==> config.mk <==
export PLATFORM = sky130hd
export DESIGN_NAME = ir_sensor_emulator_flat
export DESIGN_NICKNAME = d
export VERILOG_FILES = /design/src/rtl/ir_sensor_emulator_pkg.sv /design/src/rtl/ir_sensor_emulator_if.sv /design/src/rtl/ir_sensor_emulator_pulse_timer.sv /design/src/rtl/ir_sensor_emulator.sv /design/src/flat_wrapper.sv
export SDC_FILE = /design/constraint.sdc
export NUM_CORES = 1
export LEC_CHECK = 0
export ABC_AREA = 1
export BUFFER_PORTS_ARGS = -buffer_cell sky130_fd_sc_hd__buf_2
export CORE_MARGIN = 2
export CORE_UTILIZATION = 46
export DETAILED_ROUTE_END_ITERATION = 10
export HOLD_SLACK_MARGIN = 0.08
export PLACE_DENSITY = 0.66
export SKIP_CTS_REPAIR_TIMING = 1
export SYNTH_ARGS = -nofsm -noshare
export SYNTH_HDL_FRONTEND = slang
export SYNTH_HIERARCHICAL = 1
export SYNTH_SLANG_ARGS = --single-unit
==> constraint.sdc <==
create_clock -name clk -period 2.46 [get_ports clk]
set_clock_uncertainty 0.2 [all_clocks]
set_input_delay 0.369 -clock clk [delete_from_list [all_inputs] [get_ports clk]]
set_output_delay 0.369 -clock clk [all_outputs]
set_load 0.02 [all_outputs]
==> src/rtl/ir_sensor_emulator_pkg.sv <==
// ir_pkg: shared types and constants for the IR sensor emulator.
//   - ir_state_t    : emulator FSM state encoding
//   - IR_*_DEF      : default timing parameters
//   - IR_CNT_W      : width of internal counters and the measurement counter
//   - IR_FE_PERIOD  : measurement period of the IR front-end, in clk cycles
package ir_pkg;

    typedef enum logic [1:0] {
        IR_IDLE   = 2'd0,
        IR_CHARGE = 2'd1,
        IR_DECAY  = 2'd2,
        IR_DONE   = 2'd3
    } ir_state_t;

    localparam int IR_MIN_CHARGE_DEF      = 65;
    localparam int IR_CYCLES_PER_UNIT_DEF = 8;
    localparam int IR_CNT_W               = 16;
    localparam int IR_FE_PERIOD           = 32750;

endpackage

==> src/rtl/ir_sensor_emulator_if.sv <==
// ir_sensor_emulator_if: sensor-line bundle between the IR front-end side
// (master) and the emulator (slave).
//   charge_i, dist_we_i, dist_i                : master -> slave
//   ir_o, ir_oe, busy, meas_done, short_err,
//   abort, meas_count                          : slave -> master
interface ir_sensor_emulator_if #(
    parameter int CNT_W = ir_pkg::IR_CNT_W
);
    logic             charge_i;
    logic             dist_we_i;
    logic [7:0]       dist_i;
    logic             ir_o;
    logic             ir_oe;
    logic             busy;
    logic             meas_done;
    logic             short_err;
    logic             abort;
    logic [CNT_W-1:0] meas_count;

    modport master (
        output charge_i, dist_we_i, dist_i,
        input  ir_o, ir_oe, busy, meas_done, short_err, abort, meas_count
    );

    modport slave (
        input  charge_i, dist_we_i, dist_i,
        output ir_o, ir_oe, busy, meas_done, short_err, abort, meas_count
    );
endinterface

==> src/rtl/ir_sensor_emulator_pulse_timer.sv <==
// ir_pulse_timer: loadable down-counter used to time the decay pulse.
//   clk, rst    : clock, synchronous active-high reset
//   i_load      : load i_load_val (has priority over i_en)
//   i_load_val  : value to load
//   i_en        : decrement by one, holding at zero
//   o_last      : count is 1, i.e. the current cycle is the final one
module ir_pulse_timer #(
    parameter int CNT_W = 16
) (
    input  logic             clk,
    input  logic             rst,
    input  logic             i_load,
    input  logic [CNT_W-1:0] i_load_val,
    input  logic             i_en,
    output logic             o_last
);

    logic [CNT_W-1:0] r_cnt;

    always_ff @(posedge clk) begin
        if (rst) begin
            r_cnt <= '0;
        end else if (i_load) begin
            r_cnt <= i_load_val;
        end else if (i_en && (r_cnt != '0)) begin
            r_cnt <= r_cnt - 1'b1;
        end
    end

    assign o_last = (r_cnt == CNT_W'(1));

endmodule

==> src/rtl/ir_sensor_emulator.sv <==
// ir_sensor_emulator: answers the host's charge drive on the sensor line with
// a high pulse whose width is dist_q * CYCLES_PER_UNIT clk cycles.
//   clk, rst : clock, synchronous active-high reset
//   bus      : ir_sensor_emulator_if.slave (charge input, distance write,
//              emulated line level/enable, status pulses, measurement count)
//
// state  | meaning
// IDLE   | line released, waiting for host charge drive
// CHARGE | host is driving; counting charge length
// DECAY  | emulator drives the line high for W cycles
// DONE   | one cycle, line driven low, measurement reported
module ir_sensor_emulator
    import ir_pkg::*;
#(
    parameter int MIN_CHARGE      = IR_MIN_CHARGE_DEF,
    parameter int CYCLES_PER_UNIT = IR_CYCLES_PER_UNIT_DEF,
    parameter int CNT_W           = IR_CNT_W
) (
    input logic                 clk,
    input logic                 rst,
    ir_sensor_emulator_if.slave bus
);

    localparam logic [CNT_W-1:0] MIN_CHARGE_C = CNT_W'(MIN_CHARGE);
    localparam logic [CNT_W-1:0] CPU_C        = CNT_W'(CYCLES_PER_UNIT);

    ir_state_t        r_state;
    logic [7:0]       r_dist_q;
    logic [CNT_W-1:0] r_charge_cnt;
    logic [CNT_W-1:0] r_meas_count;
    logic             r_ir_o;
    logic             r_ir_oe;
    logic             r_busy;
    logic             r_meas_done;
    logic             r_short_err;
    logic             r_abort;

    logic [CNT_W-1:0] w_width;
    logic             w_charge_ok;
    logic             w_tmr_load;
    logic             w_tmr_en;
    logic             w_last;

    assign w_width     = CNT_W'(r_dist_q) * CPU_C;
    assign w_charge_ok = (r_charge_cnt >= MIN_CHARGE_C);
    // The timer samples dist_q only here, so later writes never disturb a
    // pulse already in flight.
    assign w_tmr_load  = (r_state == IR_CHARGE) && !bus.charge_i && w_charge_ok
                         && (w_width != '0);
    assign w_tmr_en    = (r_state == IR_DECAY);

    ir_pulse_timer #(.CNT_W(CNT_W)) u_timer (
        .clk        (clk),
        .rst        (rst),
        .i_load     (w_tmr_load),
        .i_load_val (w_width),
        .i_en       (w_tmr_en),
        .o_last     (w_last)
    );

    always_ff @(posedge clk) begin
        if (rst) begin
            r_state      <= IR_IDLE;
            r_dist_q     <= '0;
            r_charge_cnt <= '0;
            r_meas_count <= '0;
            r_ir_o       <= 1'b0;
            r_ir_oe      <= 1'b0;
            r_busy       <= 1'b0;
            r_meas_done  <= 1'b0;
            r_short_err  <= 1'b0;
            r_abort      <= 1'b0;
        end else begin
            r_meas_done <= 1'b0;
            r_short_err <= 1'b0;
            r_abort     <= 1'b0;

            if (bus.dist_we_i) begin
                r_dist_q <= bus.dist_i;
            end

            case (r_state)
                IR_IDLE: begin
                    r_ir_o  <= 1'b0;
                    r_ir_oe <= 1'b0;
                    if (bus.charge_i) begin
                        r_state      <= IR_CHARGE;
                        r_charge_cnt <= CNT_W'(1);
                        r_busy       <= 1'b1;
                    end else begin
                        r_busy <= 1'b0;
                    end
                end

                IR_CHARGE: begin
                    if (bus.charge_i) begin
                        if (r_charge_cnt != '1) begin
                            r_charge_cnt <= r_charge_cnt + 1'b1;
                        end
                    end else if (w_charge_ok) begin
                        if (w_width != '0) begin
                            r_state <= IR_DECAY;
                            r_ir_o  <= 1'b1;
                            r_ir_oe <= 1'b1;
                        end else begin
                            // Zero distance: skip the pulse, report at once.
                            r_state      <= IR_DONE;
                            r_ir_o       <= 1'b0;
                            r_ir_oe      <= 1'b1;
                            r_meas_done  <= 1'b1;
                            r_meas_count <= r_meas_count + 1'b1;
                        end
                    end else begin
                        r_state     <= IR_IDLE;
                        r_short_err <= 1'b1;
                        r_busy      <= 1'b0;
                    end
                end

                IR_DECAY: begin
                    // Host drive wins over the final pulse cycle.
                    if (bus.charge_i) begin
                        r_state      <= IR_CHARGE;
                        r_charge_cnt <= CNT_W'(1);
                        r_abort      <= 1'b1;
                        r_ir_o       <= 1'b0;
                        r_ir_oe      <= 1'b0;
                    end else if (w_last) begin
                        r_state      <= IR_DONE;
                        r_ir_o       <= 1'b0;
                        r_ir_oe      <= 1'b1;
                        r_meas_done  <= 1'b1;
                        r_meas_count <= r_meas_count + 1'b1;
                    end
                end

                IR_DONE: begin
                    r_ir_o  <= 1'b0;
                    r_ir_oe <= 1'b0;
                    if (bus.charge_i) begin
                        r_state      <= IR_CHARGE;
                        r_charge_cnt <= CNT_W'(1);
                        r_busy       <= 1'b1;
                    end else begin
                        r_state <= IR_IDLE;
                        r_busy  <= 1'b0;
                    end
                end

                default: begin
                    r_state <= IR_IDLE;
                    r_ir_o  <= 1'b0;
                    r_ir_oe <= 1'b0;
                    r_busy  <= 1'b0;
                end
            endcase
        end
    end

    assign bus.ir_o       = r_ir_o;
    assign bus.ir_oe      = r_ir_oe;
    assign bus.busy       = r_busy;
    assign bus.meas_done  = r_meas_done;
    assign bus.short_err  = r_short_err;
    assign bus.abort      = r_abort;
    assign bus.meas_count = r_meas_count;

endmodule

==> src/flat_wrapper.sv <==
// flat-port wrapper written by rule: the top's interface ports become plain ports
module ir_sensor_emulator_flat import ir_pkg::*;
#(
    parameter int MIN_CHARGE      = IR_MIN_CHARGE_DEF,
    parameter int CYCLES_PER_UNIT = IR_CYCLES_PER_UNIT_DEF,
    parameter int CNT_W           = IR_CNT_W
)
  (clk, rst, bus_charge_i, bus_dist_we_i, bus_dist_i, bus_ir_o, bus_ir_oe, bus_busy, bus_meas_done, bus_short_err, bus_abort, bus_meas_count);
  ir_sensor_emulator_if #(.CNT_W(CNT_W)) bus_i ();
  input logic clk;
  input logic rst;
  input wire logic [$bits(bus_i.charge_i)-1:0] bus_charge_i;
  input wire logic [$bits(bus_i.dist_we_i)-1:0] bus_dist_we_i;
  input wire logic [$bits(bus_i.dist_i)-1:0] bus_dist_i;
  output wire logic [$bits(bus_i.ir_o)-1:0] bus_ir_o;
  output wire logic [$bits(bus_i.ir_oe)-1:0] bus_ir_oe;
  output wire logic [$bits(bus_i.busy)-1:0] bus_busy;
  output wire logic [$bits(bus_i.meas_done)-1:0] bus_meas_done;
  output wire logic [$bits(bus_i.short_err)-1:0] bus_short_err;
  output wire logic [$bits(bus_i.abort)-1:0] bus_abort;
  output wire logic [$bits(bus_i.meas_count)-1:0] bus_meas_count;
  assign bus_i.charge_i = bus_charge_i;
  assign bus_i.dist_we_i = bus_dist_we_i;
  assign bus_i.dist_i = bus_dist_i;
  assign bus_ir_o = bus_i.ir_o;
  assign bus_ir_oe = bus_i.ir_oe;
  assign bus_busy = bus_i.busy;
  assign bus_meas_done = bus_i.meas_done;
  assign bus_short_err = bus_i.short_err;
  assign bus_abort = bus_i.abort;
  assign bus_meas_count = bus_i.meas_count;
  ir_sensor_emulator #(.MIN_CHARGE(MIN_CHARGE), .CYCLES_PER_UNIT(CYCLES_PER_UNIT), .CNT_W(CNT_W)) u_core (.clk(clk), .rst(rst), .bus(bus_i));
endmodule
# Word level (Yosys, flattened, before mapping)

Index checks and enable logic that the tools add are counted.

$add $sub $neg: 3
Order comparisons: 1
Equal/unequal tests: 16
Multiplexer cells: 42
Bitwise logic cells: 2
Reductions and logical operators: 21

Operators with widths:

| cell                                                               | number |
|---|---|
| 2-to-1 mux 16 bit                                                  | 8 |
| one-hot mux 16 bit (2 select lines)                                | 2 |
| adder 16 x 1 -> 16 bit, second input constant                      | 2 |
| nonzero test 16 bit                                                | 2 |
| 2-to-1 mux 11 bit                                                  | 2 |
| 2-to-1 mux 1 bit                                                   | 20 |
| equality test 16 x 1 -> 1 bit, second input constant               | 1 |
| greater-or-equal comparator 16 x 7 -> 1 bit, second input constant | 1 |
| inequality test 16 bit, second input constant                      | 1 |
| subtractor 16 x 1 -> 16 bit, second input constant                 | 1 |
| inequality test 2 bit, second input constant                       | 7 |
| AND reduction 3 bit                                                | 4 |
| 2-to-1 mux 2 bit                                                   | 5 |
| one-hot mux 2 bit (4 select lines)                                 | 1 |
| inequality test 2 x 1 -> 1 bit, second input constant              | 3 |
| one-hot mux 1 bit (3 select lines)                                 | 2 |
| AND reduction 6 bit                                                | 1 |
| nonzero test 2 bit                                                 | 3 |
| OR reduction 2 bit                                                 | 3 |
| OR reduction 3 bit                                                 | 2 |
| equality test 2 bit, second input constant                         | 2 |
| logical AND 1 bit                                                  | 4 |
| one-hot mux 1 bit (2 select lines)                                 | 2 |
| inequality test 3 x 2 -> 1 bit, second input constant              | 1 |
| 4 further kinds                                                    | 5 |

Bits in registers: 64
Bits of input ports: 12

# Depth between registers and ports, before layout

Depth in word-level cells: 5
Gate-level depth with buffers: 15

# Modules after synthesis

Netlist, hierarchy kept.

By module, submodules not included:

| module             | times used | cells an instance | area an instance (um^2) | sequential area each (um^2) |
|---|---|---|---|---|
| ir_sensor_emulator | 1          | 427               | 2786.4                  | 960.9 |
| ir_pulse_timer     | 1          | 211               | 1231.2                  | 320.3 |

# Least setup slack after synthesis

No wires, ideal clock.

Path kind: register to register
From: register u_core.r_state[1]
To: register u_core.u_timer.r_cnt[3]
Library setup time: 113 ps
Arrival time: 1790 ps
Setup slack: 357 ps
Cell stages (with the launch flop): 15
Path through: dfxtp_1 > inv_1 > ha_1 > buf_2 > inv_1 > nor3_1 > nand2_1 > inv_1 > buf_2 > inv_1 > buf_2 > nand3_1 > nand2_1 > nor2_1 > nor2_1

Longest elaborated chain between the ends: 5
Elaborated cells on any way between the ends: 8
Classes of those cells: 2 x eq/ne; 1 x mux; 5 x reduce/logical

Ends and longest elaborated chain:

| element                                                 | RTL line                             | RTL |
|---|---|---|
| from (decl)                                             | ir_sensor_emulator.sv:27             | `ir_state_t r_state;` |
| from (signal assigned)                                  | ir_sensor_emulator.sv:63             | `r_state <= IR_IDLE;` |
| from (signal assigned)                                  | ir_sensor_emulator.sv:87             | `r_state <= IR_CHARGE;` |
| from (signal assigned)                                  | ir_sensor_emulator.sv:102            | `r_state <= IR_DECAY;` |
| equality test 2 x 1 -> 1 bit (*)                        | ir_sensor_emulator.sv:48             | `assign w_tmr_load = (r_state == IR_CHARGE) && !bus.charge_i && w_charge_ok` |
| logical AND 1 bit (*) (2 in a row)                      | ir_sensor_emulator.sv:48             |  |
| logical AND 1 bit (*)                                   | ir_sensor_emulator.sv:49             | `&& (w_width != '0);` |
| named net u_core.w_tmr_load                             | ir_sensor_emulator.sv:40             | `logic w_tmr_load;` |
| 2-to-1 mux 11 bit or nonzero test 2 bit (tied branches) | -                                    |  |
| to (signal assigned)                                    | ir_sensor_emulator_pulse_timer.sv:24 | `r_cnt <= i_load_val;` |
| to (signal assigned)                                    | ir_sensor_emulator_pulse_timer.sv:26 | `r_cnt <= r_cnt - 1'b1;` |
| to (decl)                                               | ir_sensor_emulator_pulse_timer.sv:18 | `logic [CNT_W-1:0] r_cnt;` |

Mark *: on every way through the listed nets, which the timed path passes. The rest lies on a longest branch.
A chain may end at the register's enable or synchronous reset.

# Final worst setup path

From: register u_core.u_timer.r_cnt[6]
To: register u_core.r_meas_count[0], in the netlist u_core/bus.meas_count[0]

Longest elaborated chain between the ends: 3

Ends and longest elaborated chain:

| element                                         | RTL line                             | RTL |
|---|---|---|
| equality test 16 x 1 -> 1 bit                   | ir_sensor_emulator_pulse_timer.sv:30 | `assign o_last = (r_cnt == CNT_W'(1));` |
| named net u_core.w_last                         | ir_sensor_emulator.sv:42             | `logic w_last;` |
| inequality test 2 x 1 -> 1 bit (no source line) | -                                    |  |
| AND reduction 6 bit (no source line)            | -                                    |  |
| to (signal assigned)                            | ir_sensor_emulator.sv:111            | `r_meas_count <= r_meas_count + 1'b1;` |
| to (signal assigned)                            | ir_sensor_emulator.sv:133            | `r_meas_count <= r_meas_count + 1'b1;` |
| to (decl)                                       | ir_sensor_emulator.sv:30             | `logic [CNT_W-1:0] r_meas_count;` |

The timed path passes the listed nets, and every way through them passes these cells.

==> summary.txt <==
Critical path
  • CP Capture Type: register
  • Worst R2R Setup Slack: 260 ps
  • Arrival time at the worst endpoint: 2270 ps
  • Critical Path RT: 2530 ps
  • Worst flop-to-flop path endpoint: u_core/bus.meas_count[0]
  • Critical path endpoint: u_core/bus.meas_count[0]
  • Setup crit start kind: register
  • Setup crit start: u_core/u_timer/r_cnt[6]
  • Max FO, Critical Path: 16
  • R2R depth: 12
  • Setup CP Type: reg2reg
  • Critical R2R Launch: u_core/u_timer/r_cnt[6]

Route
  • Initial DRC count: 195
  • DRC viols: 0
  • Antenna-violating nets left: 0
  • Avg WL per Cell: 11.6 um
  • Vias/cell: 4.98
  • Via count: 3,986
  • Final WL: 9300 um
  • DR pass1 iterations: 4

Synthesis
  • Count leader, synth: nand2_1
  • Post-synth top area share: 31.9%
  • EDFF count, synth: 0
  • Leading area contributor after synthesis: dfxtp_1
  • Top_reg_cell synth: dfxtp_1
  • Syn Area/Cell: 6.30 sq um
  • YS warnings: 6
  • Ranking of synthesized cells by area: dfxtp_1 32%, nand2_1 17%, nor2_1 9.6%, nand3_1 7.5%, inv_1 5.8%
  • Post-synthesis async set-or-reset flop share: 0%
  • Most frequent cells after synthesis: 181 x nand2_1, 103 x nor2_1, 64 x dfxtp_1, 62 x inv_1, 60 x nand3_1
  • Synthesized cell area: 4020 sq um
  • Synth Register Bits: 64
  • Cell variety after synth: 34
  • Register area share after synthesis: 31.9%
  • Mapped Cells: 638

Power
  • Total power: 2280 uW
  • Static leakage power: 0.00204 uW
  • Power per standard cell area: 499 nW/um^2
  • Maximum vdd ir drop: 0.356 mV

STA
  • Final period util: 89.4%
  • Fmax: 0.455 GHz
  • Fin. max-slew vios: 0
  • Final setup violation count: 0
  • Min cycle time layout: 2200 ps
  • Final hold vios: 0
  • WHS: 52.5 ps

CTS
  • Skew-Pair Late Insertion Delay: 340 ps
  • CTS tree: built
  • CTS buffer count: 9
  • CTS HTree Levels: 3
  • Clk sinks: 64
  • Worst-path clk slew: 70 ps
  • Max clock buf depth: 2
  • CTS root buffer: clkbuf_8

Final layout
  • Fin cells: 800
  • Count of nets after finishing: 711
  • # fillers: 892
  • Util after Layout: 53.1%
  • Area Overhead vs Synth: 13.7%
  • Layout cells sized above 1: 12.7%
  • Antenna cells: 0

Hold path
  • Hold Path Class: in2reg

Floorplanning
  • Core area: 8590 sq um
  • Die width: 97.5 um
  • Row Count: 34
  • I/O Pins: 34
  • Die ar.: 9500 sq um
  • Starting density of the core: 46.8%
  • Die Y-Extent: 97.5 um

Global route
  • All-Layer GR Usage: 20.4%
  • First-pass GRT wire length: 16,100 um
  • Largest net degree at the start of global routing: 27
  • Vias in the first global route: 3,602
  • Grt ovf: 0
  • Initial antenna violation count: 0

Placed design
  • IO Port Bufs: 33
  • Inst Count DP: 779
  • GP Congestion: 0.884
  • Dpl hpwl: 6830 um

Outcome
  • Status: finished, final reports clean

Job
  • Max capacitance violation total: 0
-- metal layers --
layer	up-vias	track usage (%)	share of wire, %
li1	2104	-	-
met1	1800	26.4	48
met2	72	34.0	47
met3	10	4.17	3.6
met4	0	6.94	1.3
met5	-	0	0
-- layout by cell type (no fill, tap or decap), types with 2 or more instances in the layout --
cell / instances
nor2_4: 6
nand2_1: 181
o21ai_2: 2
dlygate4sd3_1: 5
buf_2: 33
clkinv_1: 4
a21oi_1: 33
nand3b_1: 6
dfxtp_1: 64
nor2_2: 10
buf_4: 7
inv_1: 62
o21bai_1: 5
conb_1: 8
ha_1: 12
nand2_2: 3
nor3_1: 9
inv_2: 3
clkinv_2: 3
nand2_4: 5
o21ai_1: 4
xor2_1: 7
clkbuf_1: 2
o21ai_0: 22
nand4_1: 10
nand3_1: 60
xnor2_1: 4
nor2_1: 103
clkbuf_8: 11
-- registers in the layout, summed over array words and instances, names as in the netlist --
signal	cells
u_core/r_dist_q	8
u_core/u_timer/r_cnt	16
u_core/bus.ir_o	1
u_core/bus.short_err	1
u_core/bus.meas_count	16
u_core/bus.ir_oe	1
u_core/bus.abort	1
u_core/bus.busy	1
u_core/bus.meas_done	1
u_core/r_state	2
u_core/r_charge_cnt	16
-- metrics by stage --
stage                     TNS [ps]  setup slack, ps  cell area, sq um
after CTS                        0              198              4510
after floorplan                  0              357              4040
final                            0              260              4570
after global routing         -11.4            -8.75              4570
after detailed placement         0              230              4310
after global placement           0              249              4310
-- report_power, final --
part,switching (uW),total (uW),internal [uW]
clock,400,922,521
sequential,21.1,1080,1060
combinational,190,274,83.5
total,612,2280,1670
-- worst min path at each step --
stage,slack (ps),from,depth (start not counted),end
2_1_floorplan,230,rst,1,u_core/u_timer/r_cnt[8]
3_3_place_gp,260,u_core/bus.ir_oe,2,u_core/bus.ir_oe
3_5_place_dp,270,u_core/r_dist_q[7],2,u_core/r_dist_q[7]
4_1_cts,40,bus_dist_i[4],3,u_core/r_dist_q[4]
5_1_grt,90,bus_dist_i[6],3,u_core/r_dist_q[6]
6_report,50,bus_dist_i[6],3,u_core/r_dist_q[6]
-- cells by family (layout without fill, tap and decap cells) --
family | count (synthesis) | after routing | share of synthesized area [%]
AO/OA/AOI/OAI | 68 | 68 | 9.09
XOR/XNOR | 11 | 11 | 2.40
adder cells (fa/ha/maj) | 12 | 12 | 3.74
buffers and inverters | 84 | 131 | 8.78
flip-flops | 64 | 64 | 31.9
other | 1 | 8 | 0.0933
AND/OR/NAND/NOR | 398 | 398 | 44.0
-- area by class of cell --
cell class	instances	area (sq um)	area share, %
inverter	70	264	5.78
multi-input combinational	497	2420	53.0
sequential	64	1280	28.1
tap	108	135	2.96
timing repair buffer	45	268	5.86
clock buffer	13	159	3.48
clock inverter	3	40.0	0.877
-- critical path, cell delays in order (launching register included) --
cell	delay, ps
dfxtp_1	350
nor2_1	170
nand2_1	140
inv_1	120
nand3_1	100
nor3_2	170
nor2_1	70
nor2_1	90
nand3_1	110
nor2_4	150
buf_4	230
nand3b_1	100
a21oi_1	140
(Power assumes the default switching activity.)
